==> src/rtl/angle_entry.sv <==
// rtl/angle_entry.sv - button-driven angle editor with valid/ready output to the trig core
// Synchronizes four debounced buttons, edits a wrapping angle, and submits it on enter.
module angle_entry #(
  parameter int ANGLE_W     = 9,
  parameter int ANGLE_MAX   = 359,
  parameter int STEP_FINE   = 1,
  parameter int STEP_COARSE = 10
) (
  input  logic               clk_in,
  input  logic               rst,
  input  logic               btn_up,
  input  logic               btn_dn,
  input  logic               btn_mode,
  input  logic               btn_enter,
  output logic [ANGLE_W-1:0] angle_out,
  output logic               coarse,
  output logic               angle_valid,
  input  logic               angle_ready,
  output logic               busy
);

  localparam int W1 = ANGLE_W + 1;
  localparam logic [W1-1:0] MAX_W  = W1'(ANGLE_MAX);
  localparam logic [W1-1:0] MOD_W  = W1'(ANGLE_MAX + 1);
  localparam logic [W1-1:0] STEP_F = W1'(STEP_FINE);
  localparam logic [W1-1:0] STEP_C = W1'(STEP_COARSE);

  typedef enum logic {EDIT = 1'b0, SEND = 1'b1} state_t;

  state_t state_q, state_d;

  // bit order: {enter, mode, dn, up}
  logic [3:0] s1, s2, s3;
  logic [3:0] ev;

  logic [ANGLE_W-1:0] angle_q, angle_d;
  logic               coarse_q, coarse_d;
  logic [W1-1:0]      wide, step, sum;

  always_ff @(posedge clk_in) begin
    if (rst) begin
      s1       <= '0;
      s2       <= '0;
      s3       <= '0;
      state_q  <= EDIT;
      angle_q  <= '0;
      coarse_q <= 1'b0;
    end else begin
      s1       <= {btn_enter, btn_mode, btn_dn, btn_up};
      s2       <= s1;
      s3       <= s2;
      state_q  <= state_d;
      angle_q  <= angle_d;
      coarse_q <= coarse_d;
    end
  end

  assign ev = s2 & ~s3;

  always_comb begin
    state_d  = state_q;
    angle_d  = angle_q;
    coarse_d = coarse_q;
    wide     = {1'b0, angle_q};
    step     = coarse_q ? STEP_C : STEP_F;
    sum      = wide + step;
    case (state_q)
      EDIT: begin
        // step uses the mode in force this cycle, before any toggle lands
        if (ev[0] && !ev[1]) begin
          angle_d = (sum > MAX_W) ? ANGLE_W'(sum - MOD_W) : ANGLE_W'(sum);
        end else if (ev[1] && !ev[0]) begin
          angle_d = (wide < step) ? ANGLE_W'(wide + MOD_W - step) : ANGLE_W'(wide - step);
        end
        if (ev[2]) coarse_d = ~coarse_q;
        if (ev[3]) state_d = SEND;
      end
      SEND: begin
        if (angle_ready) state_d = EDIT;
      end
      default: state_d = EDIT;
    endcase
  end

  assign angle_out   = angle_q;
  assign coarse      = coarse_q;
  assign angle_valid = (state_q == SEND);
  assign busy        = (state_q == SEND);

endmodule

==> config.mk <==
export PLATFORM = sky130hd
export DESIGN_NAME = angle_entry
export DESIGN_NICKNAME = d
export VERILOG_FILES = /design/src/rtl/angle_entry.sv
export SDC_FILE = /design/constraint.sdc
export NUM_CORES = 1
export LEC_CHECK = 0
export CORE_ASPECT_RATIO = 0.5
export CORE_MARGIN = 3
export CORE_UTILIZATION = 51
export DETAILED_ROUTE_END_ITERATION = 6
export PLACE_DENSITY_LB_ADDON = 0.08
export SYNTH_ARGS = -nofsm -noshare
export SYNTH_HDL_FRONTEND = slang
export SYNTH_SLANG_ARGS = --single-unit
==> constraint.sdc <==
create_clock -name clk_in -period 2.8 [get_ports clk_in]
set_clock_uncertainty 0.1 [all_clocks]
set_input_delay 0.42 -clock clk_in [delete_from_list [all_inputs] [get_ports clk_in]]
set_output_delay 0.42 -clock clk_in [all_outputs]
set_load 0.02 [all_outputs]
==> flow_summary_export.csv, run 1 <==
group,metric,value,unit
synth,synth_top_area_cell,"dfxtp_1",
timing,fin_crit,2.66,ns
setup_path,crit_fanout,5,
grt,grt_usage,0.205,
floorplanning,num_io_pins,19,
place,dpl.hpwl,3410,µm
synth,yosysTopAreaCellShare,0.251,
setup_path,cp.depth,12,
detailed_routing,vias,1715,
grt,grt_max_degree,17,
timing,slew_headroom,0.680,
cells_and_area,n_antenna_cell,0,
detailed_routing,drt_pass1_iterations,4,
synth,synth.area.top_cells,"dfxtp_1 (25%), ha_1 (13%), nor2b_1 (5.8%)",
grt,first_global_vias,1592,
clocking,insertion_delay,0.27,ns
timing,fmax,376,MHz
timing,fin_setup_tns,0,ns
cells_and_area,multi_input_area,1340,µm²
clocking,cts_tree,"yes",
grt,antenna_found_initial,0,
floorplanning,die_h,48.4,µm
floorplanning,rows,14,
setup_path,crit_family,"adder cells",
place,port-buffer-count,18,
setup_path,crit_path_max_incr_delay,0.39,ns
setup_path,crit_slowest_cell,"fa_1",
min_path,hold_class,"flip-flop to flip-flop",
cells_and_area,drive_gt1_frac,0.208,
synth,synth_cell_types,47,
power_and_ir_drop,powerDensity,498,nW/µm²
detailed_routing,antenna_left,0,
synth,postSynthAreaPerCell,8.31,µm²
min_path,holdPathStages,1,
place,dpl_cell_area,2230,µm²
clocking,clk_pin_slew_worst_paths,0.09,ns
synth,async_reset_ff_frac,0,
floorplanning,core,3220,µm²
synth,syn_inst,221,
setup_path,cp.arrival,2.74,ns
job,max_cap_violations,0,
setup_path,path_class,"flip-flop to flip-flop",
floorplanning,fp.dieArea,4400,µm²
clocking,htree_levels,1,
clocking,cts_buffers,3,
cells_and_area,regArea,465,µm²
synth,synth_edf_count,0,
cells_and_area,final_area,2370,µm²
setup_path,critPathMostFrequentCell,"a21o_1",
timing,hold_viol,0,
setup_path,cp-start-kind,"flip-flop",
setup_path,endpoint_kind,"flip-flop",
power_and_ir_drop,leakagePower,0.000981,µW
grt,gr-total-overflow,0,
synth,ys_seq_area_frac,0.251,
clocking,clock_path_buffers,2,
setup_path,ff2ff_path_depth,12,
power_and_ir_drop,irDropWorstVdd,272,µV
setup_path,cp.required,2.88,ns
timing,worstMarginPinSlew,0.480,ns
setup_path,crit_chain,"inv_2, ha_2, inv_1, ha_1, fa_1, nor2b_1, o21a_1, or3_1, a21o_1, nand3_1, a21oi_1, a21o_1",
clocking,hold_buffers,0,
cells_and_area,nets,291,
cells_and_area,fillerInstances,264,
clocking,clock-root-buffer,"clkbuf_8",
floorplanning,die_w,90.9,µm
detailed_routing,vias_per_cell,5.57,
detailed_routing,drt_iter0_markers,94,
timing,slew_viol_final,0,
timing,setup_viol,0,
timing,rsz0062_at_grt,"false",
synth,syn_area,1840,µm²
clocking,numClockSinks,23,
detailed_routing,detail_route.wl_per_cell,14.6,µm
synth,ys_warn_count,0,
timing,period_share,0.949,
cells_and_area,area_delta_synth_final,29.2,%
setup_path,path_buf_inv,2,
detailed_routing,drc,0,
floorplanning,initial_core_util,0.570,
synth,synthesis.nets,251,
synth,synth_top_flop_cell,"dfxtp_1",
place,place.gp.congestion,0.878,
grt,grt_pass1_wl,7390,µm
detailed_routing,wl,4480,µm
run_status,status,"completed",
synth,yosys_register_bits,23,
power_and_ir_drop,power.total,1180,µW
cells_and_area,final_core_util,0.736,
-- Yosys cell counts (2+ instances only) --
cell and number:
dfxtp_1 23, inv_1 20, ha_1 19, nor2_1 17, nor2b_1 17, xnor2_1 12
a21oi_1 11, nand2_1 10, o21ai_0 8, clkbuf_1 7, nor3_1 7, a31oi_1 6
or3_1 5, a211oi_1 4, fa_1 4, nand2b_1 4, a21o_1 3, mux2i_1 3
o21bai_1 3, o32ai_1 3, a2111oi_0 2, a221oi_1 2, a22oi_1 2, buf_4 2
nand3_1 2, nor3b_1 2, o21a_1 2, o22ai_1 2
-- logic make-up (layout without fill, tap and decap cells) --
logic type,Yosys count,count (layout),synth area share
multiplexers,4,4,0.0225
flip-flops,23,23,0.251
buffers and inverters,30,69,0.0661
AO/OA/AOI/OAI,54,54,0.200
AND/OR/NAND/NOR,75,75,0.230
adder cells (fa/ha/maj),23,23,0.173
XOR/XNOR,12,12,0.0572
-- cell usage in the layout (no fill, tap or decap), types with 3 or more instances in the layout --
cell type        synthesis  routed
buf_4                    2      27
dfxtp_1                 23      21
inv_1                   20      19
clkdlybuf4s50_1          0      18
nor2_1                  17      17
nor2b_1                 17      16
ha_1                    19      16
xnor2_1                 12      11
nand2_1                 10      10
a21oi_1                 11       8
o21ai_0                  8       7
nor3_1                   7       7
a31oi_1                  6       6
or3_1                    5       5
nand2b_1                 4       4
a21oi_2                  0       3
a21o_1                   3       3
o32ai_1                  3       3
a211oi_1                 4       3
fa_1                     4       3
clkbuf_8                 0       3
-- area by class of cell --
type	count	share of cell area
multi-input combinational	168	0.565
tap	48	0.0253
inverter	20	0.0316
clock buffer	3	0.0174
sequential	23	0.196
timing repair buffer	45	0.161
clock inverter	1	0.00264
-- flip-flops by register name, indices dropped and copies added, names as in the netlist --
register	cells
angle_out	9
s1	4
s2	4
s3	4
angle_valid	1
coarse	1
-- worst paths after layout --
kind,slack [ns],endpoint,start
max,0.14,angle_out[5]$_SDFFE_PP0P_,coarse$_SDFFE_PP0P_
min,0.34,s2[2]$_SDFF_PP0_,s1[2]$_SDFF_PP0_
max reg2reg,0.14,angle_out[5]$_SDFFE_PP0P_,coarse$_SDFFE_PP0P_
min reg2reg,0.34,s2[2]$_SDFF_PP0_,s1[2]$_SDFF_PP0_
-- power by group --
part	switching (µW)	internal, µW	leakage [µW]
clock network	120	102	0.0000260
registers	29.2	350	0.000190
logic	295	286	0.000765
-- through the flow --
stage / hold slack, ns / worst slack (ns) / cells
2_1_floorplan: 0.314 / 0.0633 / 221
3_3_place_gp: 0.316 / 0.0231 / 301
3_5_place_dp: 0.322 / -0.0460 / 301
4_1_cts: 0.344 / 0.00308 / 306
5_1_grt: 0.363 / 0.00707 / 308
6_report: 0.342 / 0.142 / 308
-- layer usage --
layer  routed length [µm]  share of wire  global-route usage
met1                 2060           0.46               0.260
met2                 2090           0.47               0.358
met3                  270          0.060              0.0464
met4                   63          0.014              0.0475
met5                    0              0                   0
-- what timing repair did --
action                                  4_1_cts  5_1_grt
gates resized for setup                       4       13
endpoints found under the setup margin        3        6
cloned                                        0        0
buffers inserted                              1        2
pin swaps                                     1        4
(Power assumes the default switching activity.)
==> inputs of run 2 (changes only) <==
CELL_PAD_IN_SITES_DETAIL_PLACEMENT = 1   (was default)
CELL_PAD_IN_SITES_GLOBAL_PLACEMENT = 2   (was default)
CORE_UTILIZATION = 31   (was 51)
==> run 2 against run 1 <==
  * First-iteration DRC count decreased by 37%
  * Sequential share of layout area down 0.88 points
  * Design area grew 5.0%
  * Fmax fell by 0.42%
  * Worst setup slack got worse by 0.011 ns
  * Largest cell class unchanged
==> flow_summary_export.csv, run 2 (synthesis gave the netlist of run 1 again) <==
group,metric,value,unit
floorplanning,initial_core_util,0.327,
detailed_routing,drt_pass1_iterations,4,
grt,grt_max_degree,26,
detailed_routing,vias,1720,
grt,grt_usage,0.181,
setup_path,worstReg2RegStart,"coarse$_SDFFE_PP0P_",
detailed_routing,wl_met3,140,µm
place,dpl.hpwl,4350,µm
grt,first_global_vias,1777,
detailed_routing,drc,0,
cells_and_area,final_common_cell,"buf_4",
cells_and_area,final_core_util,0.444,
place,place.gp.congestion,0.804,
clocking,clock_path_buffers,2,
cells_and_area,fillerInstances,650,
place,port-buffer-count,18,
clocking,numClockSinks,23,
setup_path,cp.arrival,2.74,ns
timing,slew_viol_final,0,
setup_path,startpoint,"coarse$_SDFFE_PP0P_",
cells_and_area,n_antenna_cell,0,
timing,fin_setup_tns,0,ns
cells_and_area,nets,292,
timing,fin_ws,0.131,ns
cells_and_area,drive_gt1_frac,0.238,
timing,period_share,0.953,
detailed_routing,detail_route.wl_per_cell,17.2,µm
floorplanning,fp.dieArea,6940,µm²
clocking,clk_pin_slew_worst_paths,0.07,ns
place,dp_slack,-0.165,ns
timing,slew_headroom,0.635,
timing,fin_crit,2.67,ns
floorplanning,core,5610,µm²
detailed_routing,drt_iter0_markers,59,
detailed_routing,wl,5740,µm
timing,worstMarginPinSlew,0.548,ns
setup_path,cp-start-kind,"flip-flop",
run_status,status,"completed",
setup_path,path_class,"flip-flop to flip-flop",
clocking,clock-root-buffer,"clkbuf_16",
timing,setup_viol,0,
grt,antenna_found_initial,0,
cells_and_area,layout_common_cells,"buf_4 (27), dfxtp_1 (20), inv_1 (19)",
setup_path,crit_fanout,6,
cells_and_area,fin_cells,334,
min_path,hold_class,"flip-flop to flip-flop",
clocking,cts_tree,"yes",
floorplanning,num_io_pins,19,
grt,grt_pass1_wl,9560,µm
cells_and_area,area_delta_synth_final,35.6,%
timing,hold_viol,0,
clocking,htree_levels,1,
detailed_routing,antenna_left,0,
power_and_ir_drop,irDropWorstVdd,241,µV
clocking,insertion_delay,0.27,ns
setup_path,endpoint_kind,"flip-flop",
power_and_ir_drop,powerDensity,540,nW/µm²
job,max_cap_violations,0,
grt,gr-total-overflow,0,
detailed_routing,dr_wl_met2,2570,µm
power_and_ir_drop,leakagePower,0.00100,µW
detailed_routing,wirelength_met1,2930,µm
detailed_routing,vias_per_cell,5.15,
setup_path,cp.required,2.87,ns
timing,hold_ws,0.351,ns
timing,fmax,375,MHz
floorplanning,rows,19,
floorplanning,die_h,60.4,µm
cells_and_area,largest_register_ffs,9,
place,placed_cells,328,
clocking,cts_buffers,3,
clocking,hold_buffers,0,
detailed_routing,topRoutingLayerUsed,"met4",
floorplanning,die_w,115,µm
min_path,timing.hold.worst.start,"s1[2]$_SDFF_PP0_",
## run 2: path summary, 6_finish.rpt
| kind | endpoint | slack (ns) | cells after the start |
|---|---|---|---|
| max | angle_out[3]$_SDFFE_PP0P_ | 0.13 | 10 |
| min reg2reg | s2[2]$_SDFF_PP0_ | 0.35 | 1 |
| max reg2reg | angle_out[3]$_SDFFE_PP0P_ | 0.13 | 10 |
| min | s2[2]$_SDFF_PP0_ | 0.35 | 1 |
## run 2: critical path, cell delays in order (launching register included)
cell and delay, ns:
dfxtp_4 0.34, buf_4 0.17, ha_4 0.28, inv_1 0.08, ha_2 0.21, a21oi_4 0.21
xnor2_1 0.16, a211oi_2 0.32, o21bai_2 0.11, or3_1 0.34, a221oi_2 0.27
## run 2: metal layers
metal	track usage	vias to the layer above
met2	0.298	26
met4	0.0686	0
met3	0.0329	7
met5	0	-
met1	0.241	826
li1	-	861
## run 2: area by class of cell
class | count | area [µm²] | area share
multi-input cells | 168 | 1380 | 0.555
flip-flops and latches | 23 | 467 | 0.187
repair buffers | 46 | 394 | 0.158
well taps | 73 | 91.3 | 0.0367
clock buffers | 3 | 75.1 | 0.0302
inverters | 20 | 75.1 | 0.0302
clock inverters | 1 | 6.26 | 0.00251
## run 2: timing repair
item,4_1_cts,5_1_grt
buffers inserted,1,1
gates resized for setup,5,23
cloned,0,0
pin swaps,3,8
endpoints found under the setup margin,5,7
endpoints found under the hold margin,0,0
## run 2: metrics by stage
stage	total power, µW	area, µm²
6_report	1340	2490
5_1_grt	1440	2490
4_1_cts	1310	2380
3_5_place_dp	955	2280
3_3_place_gp	947	2280
2_1_floorplan	747	1860
## run 2: power breakdown
group          total [µW]  switching (µW)  internal [µW]
combinational         627             321            306
sequential            378            27.8            350
clock                 339             143            195
==> inputs of run 3 (changes only) <==
CORE_UTILIZATION = 34   (was 31)
clock period = 2.85 ns   (was 2.8 ns; I/O delays follow)
==> run 3 against run 2 <==
  * Sequential power shrank 2%
  * Flip-flop and latch count did not move
  * Critical endpoint is now angle_out[5]$_SDFFE_PP0P_
  * Non-clock buffer count shrank 3
  * Utilization is 2.1 points higher
  * First-iteration DRC count up 14%
  * Final cell count shrank 1.8%
  * Register-to-register slack improved by 0.02 ns
==> flow_summary_export.csv, run 3 (synthesis gave the netlist of run 1 again) <==
group,metric,value,unit
clocking,clock-root-buffer,"clkbuf_8",
floorplanning,rows,18,
detailed_routing,detail_route.wl_per_cell,15.9,µm
timing,fin_crit,2.70,ns
cells_and_area,drive_gt1_frac,0.178,
detailed_routing,antenna_left,0,
power_and_ir_drop,leakagePower,0.000967,µW
timing,setup_viol,0,
floorplanning,core,5070,µm²
min_path,hold_class,"flip-flop to flip-flop",
grt,grt_pass1_wl,8940,µm
clocking,clk_pin_slew_worst_paths,0.09,ns
timing,slew_headroom,0.658,
detailed_routing,drt_iter0_markers,67,
min_path,timing.hold.worst.start,"s1[1]$_SDFF_PP0_",
grt,antenna_found_initial,0,
floorplanning,die_w,110,µm
setup_path,crit_fanout,5,
floorplanning,num_io_pins,19,
timing,worstMarginPinSlew,0.507,ns
cells_and_area,largest_register_ffs,9,
cells_and_area,regArea,462,µm²
clocking,clock_path_buffers,2,
setup_path,path_class,"flip-flop to flip-flop",
timing,fin_ws,0.151,ns
setup_path,critPathMostFrequentCell,"a21o_1",
timing,rsz0062_at_grt,"true",
clocking,htree_levels,1,
power_and_ir_drop,power.total,1150,µW
cells_and_area,nets,289,
detailed_routing,vias_per_cell,5.11,
cells_and_area,final_common_cell,"buf_4",
cells_and_area,fillerInstances,622,
cells_and_area,area_delta_synth_final,28.1,%
timing,hold_viol,0,
run_status,status,"completed",
setup_path,startpoint,"coarse$_SDFFE_PP0P_",
clocking,cts_tree,"yes",
setup_path,path_buf_inv,1,
detailed_routing,drc,0,
cells_and_area,n_antenna_cell,0,
place,dp_slack,-0.0760,ns
setup_path,crit_family,"adder cells",
timing,period_share,0.947,
clocking,hold_buffers,0,
place,place.gp.congestion,0.840,
cells_and_area,multi_input_area,1310,µm²
timing,fmax,370,MHz
detailed_routing,wl,5220,µm
floorplanning,initial_core_util,0.362,
place,port-buffer-count,18,
setup_path,cp.arrival,2.78,ns
grt,grt_usage,0.184,
setup_path,worstReg2RegStart,"coarse$_SDFFE_PP0P_",
grt,first_global_vias,1770,
setup_path,cp.required,2.93,ns
setup_path,crit_slowest_cell,"dfxtp_2",
timing,slew_viol_final,0,
detailed_routing,vias,1677,
grt,grt_max_degree,18,
setup_path,endpoint_kind,"flip-flop",
power_and_ir_drop,irDropWorstVdd,216,µV
grt,gr-total-overflow,0,
clocking,cts_buffers,3,
clocking,numClockSinks,23,
clocking,insertion_delay,0.27,ns
floorplanning,die_h,58.0,µm
floorplanning,fp.dieArea,6370,µm²
power_and_ir_drop,powerDensity,489,nW/µm²
setup_path,crit_path_max_incr_delay,0.39,ns
place,dpl.hpwl,4210,µm
setup_path,cp-start-kind,"flip-flop",
setup_path,crit_chain,"inv_4, ha_2, ha_1, fa_1, nor2b_1, o21a_1, or3_1, a21o_1, nand3_1, a21oi_1, a21o_1",
cells_and_area,layout_common_cells,"buf_4 (25), dfxtp_1 (22), inv_1 (19)",
detailed_routing,drt_pass1_iterations,4,
job,max_cap_violations,0,
==> run 3: stage by stage <==
stage          cells  hold WS, ns  setup TNS [ns]  cell area (µm²)  utilization
2_1_floorplan    221        0.314               0             1850            -
3_3_place_gp     322        0.318         -0.0471             2250        0.443
3_5_place_dp     322        0.329          -0.188             2250        0.443
4_1_cts          327        0.353               0             2320        0.457
5_1_grt          328        0.367         -0.0479             2350        0.464
6_report         328        0.347               0             2350        0.464
==> run 3: cell type report <==
type                    instances  area share
inverters                      20      0.0330
well taps                      70      0.0372
clock inverters                 1     0.00319
clock buffers                   3      0.0175
flip-flops and latches         23       0.196
multi-input cells             168       0.557
repair buffers                 43       0.156
==> run 3: path summary, 6_finish.rpt <==
check / end / depth (start not counted) / slack, ns
worst min-delay path: s2[1]$_SDFF_PP0_ / 1 / 0.35
worst max register to register: angle_out[5]$_SDFFE_PP0P_ / 11 / 0.15
worst max-delay path: angle_out[5]$_SDFFE_PP0P_ / 11 / 0.15
worst min register to register: s2[1]$_SDFF_PP0_ / 1 / 0.35
==> run 3: power breakdown <==
| group | total, µW | internal, µW | switching [µW] |
|---|---|---|---|
| Clock | 219 | 99.2 | 120 |
| Combinational | 560 | 268 | 292 |
| Sequential | 371 | 344 | 26.8 |
| Total | 1150 | 711 | 439 |
==> run 3: layer usage <==
layer,up-vias,GRT usage,part of all wire
met5,-,0,0
met4,0,0.0266,0.0044
met3,2,0.0434,0.038
met2,19,0.315,0.46
met1,802,0.243,0.50
li1,854,-,-
==> run 3: repair_timing <==
action	CTS	global route
setup buffers	1	1
pin swaps	2	4
gates resized for setup	5	9
endpoints found under the setup margin	5	7
